**src/rtl/writeback_regfile.sv**
```systemverilog
// writeback_regfile
// Write-back stage and architectural register file for the 5-stage MIPS
// pipeline. It picks the write-back value from the MEM/WB buffer and commits
// it to a 32-entry register file. It also serves the two decode-stage read
// ports, with a bypass so that a write in flight is visible in the same cycle.
// The current write is exported to the forwarding unit. A commit counter and
// a record of the last commit are kept for debug and test.

`ifndef WORD
`define WORD [31:0]
`endif

module writeback_regfile #(
    parameter int CNT_W = 32
) (
    input  logic             clk,
    input  logic             reset,
    input  logic             RegWrite_in,
    input  logic             MemtoReg_in,
    input  logic [4:0]       RegDstAddress_in,
    input  logic `WORD       MemReadData_in,
    input  logic `WORD       ALUResult_in,
    input  logic [4:0]       ReadAddr1,
    input  logic [4:0]       ReadAddr2,
    output logic `WORD       ReadData1,
    output logic `WORD       ReadData2,
    output logic             WB_RegWrite,
    output logic [4:0]       WB_Address,
    output logic `WORD       WB_Data,
    output logic [CNT_W-1:0] CommitCount,
    output logic [4:0]       LastAddr,
    output logic `WORD       LastData
);

    // Architectural state
    logic `WORD       r_regs [0:31];
    logic [CNT_W-1:0] r_commitCount;
    logic [4:0]       r_lastAddr;
    logic `WORD       r_lastData;

    // Write-back value and commit qualifier
    logic `WORD w_writeData;
    logic       w_commit;

    // Select the write-back value. A write is a real commit only when it is
    // enabled, does not target $0, and is not being squashed by reset in the
    // same cycle. Reset therefore also disables the bypass path.
    always_comb begin
        w_writeData = ALUResult_in;
        if (MemtoReg_in) begin
            w_writeData = MemReadData_in;
        end
        w_commit = RegWrite_in && (RegDstAddress_in != 5'd0) && !reset;
    end

    // Commit the write into the array, and update the counter and the
    // last-commit record on the same edge. Reset clears everything and wins
    // over a simultaneous write. The counter wraps naturally at 2^CNT_W.
    always_ff @(posedge clk) begin
        if (reset) begin
            for (int i = 0; i < 32; i++) begin
                r_regs[i] <= '0;
            end
            r_commitCount <= '0;
            r_lastAddr    <= '0;
            r_lastData    <= '0;
        end else if (w_commit) begin
            r_regs[RegDstAddress_in] <= w_writeData;
            r_commitCount            <= r_commitCount + CNT_W'(1);
            r_lastAddr               <= RegDstAddress_in;
            r_lastData               <= w_writeData;
        end
    end

    // Read port 1: $0 is hard-wired to zero. Otherwise a committing write to
    // the same register is bypassed, so decode sees it without waiting a cycle.
    always_comb begin
        ReadData1 = r_regs[ReadAddr1];
        if (ReadAddr1 == 5'd0) begin
            ReadData1 = '0;
        end else if (w_commit && (RegDstAddress_in == ReadAddr1)) begin
            ReadData1 = w_writeData;
        end
    end

    // Read port 2: same rules as port 1, evaluated independently
    always_comb begin
        ReadData2 = r_regs[ReadAddr2];
        if (ReadAddr2 == 5'd0) begin
            ReadData2 = '0;
        end else if (w_commit && (RegDstAddress_in == ReadAddr2)) begin
            ReadData2 = w_writeData;
        end
    end

    // Export the current write to the forwarding unit. It also drives the
    // debug view of the committed state.
    always_comb begin
        WB_RegWrite = w_commit;
        WB_Address  = RegDstAddress_in;
        WB_Data     = w_writeData;
        CommitCount = r_commitCount;
        LastAddr    = r_lastAddr;
        LastData    = r_lastData;
    end

endmodule
```
**config.mk**
```make
export PLATFORM = sky130hd
export DESIGN_NAME = writeback_regfile
export DESIGN_NICKNAME = d
export VERILOG_FILES = /design/src/rtl/writeback_regfile.sv
export SDC_FILE = /design/constraint.sdc
export NUM_CORES = 2
export LEC_CHECK = 0
export CORE_MARGIN = 2
export CORE_UTILIZATION = 50
export CTS_CLUSTER_DIAMETER = 30
export DETAILED_ROUTE_END_ITERATION = 10
export PLACE_DENSITY = 0.7
export REMOVE_ABC_BUFFERS = 1
export SLEW_MARGIN = 15
export SYNTH_ARGS = -nofsm -noshare
export SYNTH_HDL_FRONTEND = slang
export SYNTH_SLANG_ARGS = --single-unit
```
**constraint.sdc**
```tcl
create_clock -name clk -period 3.4 [get_ports clk]
set_input_delay 0.51 -clock clk [delete_from_list [all_inputs] [get_ports clk]]
set_output_delay 0.51 -clock clk [all_outputs]
set_load 0.01 [all_outputs]
```
==> results_dict.tcl <==
set metrics [dict create \
    ir_drop_v 0.000475 \
    setup_ws_ns -0.0391 \
    skew_ns 0.0234 \
    rows 123 \
    drc 0 \
    crit_start "ReadAddr1[0]" \
    power_leakage_nw 27.4 \
    cts_num_sinks 1093 \
    met1_usage_pct 48.5 \
    dieArea_um2 116000 \
    critical_path_required_ns 2.89 \
    ys.flop_type "edfxtp_1" \
    firstDrtPassIters 6 \
    rsz0062_at_grt "true" \
    utilization_pct 66.3 \
    p_total_w 0.0427 \
    hold_path.class "in -> reg" \
    grt_use_met3_pct 11.9 \
    final_cells 6874 \
    die_w_um 341 \
    maxCapViolations 0 \
    fin_nets 5269 \
    min_from "RegDstAddress_in[2]" \
    ys.warnings.count 0 \
    wl_per_cell_um 32.3 \
    max_slew_margin_pct 31.3 \
    start_kind "input port" \
    cts_tree "built" \
    grt-busiest-layer "met2" \
    grt_max_degree 61 \
    hold_viol 0 \
    start_util_pct 50.4 \
    grtUsageTotal_pct 37.5 \
    first_global_vias 45800 \
    r2r_start "CommitCount[3]" \
    whs_path_depth 4 \
    cp_data_arrival_time_ns 2.93 \
    fillerInstances 7767 \
    placed_cells 6445 \
    drive_above_1_share_pct 34.5 \
    min_period_over_period_pct 101 \
    worstSetupPathType "in -> out" \
    clock_tree.buffer_depth 3 \
    min_period_ns 3.44 \
    slowest_delay_ns 0.49 \
    crit_chain "buf_12 > buf_12 > buf_4 > nand2_4 > buf_12 > buf_12 > o22ai_1 > a211oi_2 > buf_4 > nor4_2 > a21oi_1 > clkdlybuf4s50_1" \
    avgSynthCellArea_um2 12.4 \
    root_buffer "clkbuf_16" \
    ys_seq_elements 1093 \
    gr-usage-met2_pct 55.8 \
    status "finished with violations" \
    clk_pin_slew_worst_paths_ns 0.05 \
    synthesis.area_um2 56600 \
    cp_max_fo 23 \
    cts_max_level 4 \
    dieHeight_um 341 \
    numCtsBuffers 209 \
    pin_count 254 \
    rrSetupSlack_ns 1.29 \
    gp_congestion 0.931 \
    insertion_delay_ns 0.81 \
    fmax_mhz 291 \
    critPathTopFamily "buffers and inverters" \
    antenna_found_initial 10 \
    setup_viol 2 \
    r2r_end "CommitCount[31]" \
    antenna_left 0 \
    cp_num_buf_inv 7 \
    fin_hold_ws_ns 0.412 \
    tns_ns -0.0492 \
    core_um2 112000 \
    synth_edf_count 1024 \
    syn_inst 4560 \
    tightest_slew_ns 1.03 \
    violations "setup timing" \
    routed_wl_mm 222 \
    cpMaxStageDelayCell "clkdlybuf4s50_1" \
    syn_to_final_growth_pct 31.6 \
    seq_area_frac_synth_pct 56.7 \
    drv_slew 0 \
    port_buffers 253 \
    min_to "LastAddr[2]" \
    powerDensity_nw_per_um2 574 \
    rr_worst_depth 5 \
    crit_top_cell "buf_12" \
    overflow 0 \
    drt-initial-drc-count 7725 \
    via_per_inst 6.75 \
    routed-via-count 46400 \
    ys_async_sr_fraction_pct 0 \
    dpl.hpwl_mm 141 \
    grt_pass1_wl_mm 312 \
    endpoint_kind "output pin" \
    ys_types 55 \
]
final cells by class:
cell class | count | area (µm²) | share of cell area, %
multi-input combinational | 2994 | 24500 | 32.9
inverter | 35 | 131 | 0.176
tap | 1500 | 1880 | 2.52
clock inverter | 156 | 1890 | 2.54
clock buffer | 240 | 5430 | 7.29
antenna | 4 | 10.0 | 0.0134
sequential | 1093 | 32100 | 43.1
timing repair buffer | 852 | 8490 | 11.4
cell usage after synthesis (10+ instances only):
library cell	n	area share [%]
edfxtp_1	1024	54
nor3_1	41	0.36
xnor2_1	12	0.19
buf_1	13	0.086
nand4_1	10	0.11
o22ai_1	155	1.7
nor4_1	66	0.73
a2111oi_0	72	1.1
mux2i_1	248	4.4
dfxtp_1	69	2.4
xor2_1	24	0.37
buf_4	29	0.38
nor2b_1	89	0.98
inv_1	35	0.23
clkbuf_1	324	2.1
a21oi_1	73	0.65
nand2_1	91	0.60
nand3_1	14	0.12
nor2_1	1179	7.8
o21ai_0	92	0.81
mux2_2	347	6.9
mux4_2	250	9.9
buf_2	102	0.90
a211oi_1	141	1.9
tightest hold or removal path, delay by kind of cell:
family          cells  cell delay (ns)
compound gates      1             0.10
buf+inv             2             0.46
simple gates        1             0.09
repair_timing:
action | in CTS | in global routing
setup buffers | 14 | 13
setup endpoints to repair | 64 | 31
hold buffers | 0 | 0
pin swaps | 54 | 26
gates resized for setup | 344 | 70
cloned | 3 | 0
layer usage:
layer / vias to the layer above / wire length (µm)
met5: - / 20
met4: 2 / 14500
met3: 923 / 35900
met2: 4303 / 97300
met1: 22800 / 74100
li1: 18400 / -
stage by stage:
step / cell area [µm²] / setup WS, ns
6_report: 74500 / -0.0391
2_1_floorplan: 54700 / -0.302
3_3_place_gp: 65500 / -1.06
4_1_cts: 74200 / 0.000915
3_5_place_dp: 65500 / -1.07
5_1_grt: 74500 / -0.107
layout by cell type (no fill, tap or decap), drive strengths merged, types with 71 or more instances in the layout:
cell,Yosys,final
mux2i,248,248
o21ai,92,92
buf,145,609
edfxtp,1024,1024
mux2,347,347
clkdlybuf4s50,0,175
clkinv,0,71
nor2,1179,1179
a211oi,141,141
clkbuf,324,252
nand2,91,91
a2111oi,73,73
mux4,250,250
a21oi,73,73
nor2b,89,89
o22ai,155,155
worst max path at each step:
stage	end	slack, ns	depth (start not counted)
6_report	ReadData1[4]	-0.04	12
5_1_grt	ReadData1[4]	-0.11	10
4_1_cts	ReadData2[4]	0.0009	10
3_5_place_dp	ReadData2[31]	-1.07	8
3_3_place_gp	ReadData2[31]	-1.06	8
2_1_floorplan	CommitCount[12]	-0.30	5
state kept, by name, summed over array words and instances (netlist names):
register	count
LastData	32
r_regs	1024
CommitCount	32
LastAddr	5
logic make-up (layout without fill, tap and decap cells):
family | Yosys count | after routing | share of synthesized area, %
simple gates | 1530 | 1530 | 11.2
flops | 1093 | 1093 | 56.7
mux | 845 | 845 | 21.2
compound gates | 550 | 550 | 6.42
buf+inv | 504 | 1283 | 3.77
xor+xnor | 36 | 36 | 0.557
fa+ha+maj | 1 | 1 | 0.0221
other cells | 1 | 36 | 0.00662
power breakdown:
part	leakage (nW)	switching, W	internal (W)
sequential	10.3	0.000402	0.0155
clock	3.47	0.00752	0.0137
combinational	13.6	0.00318	0.00248
(Power assumes the default switching activity.)
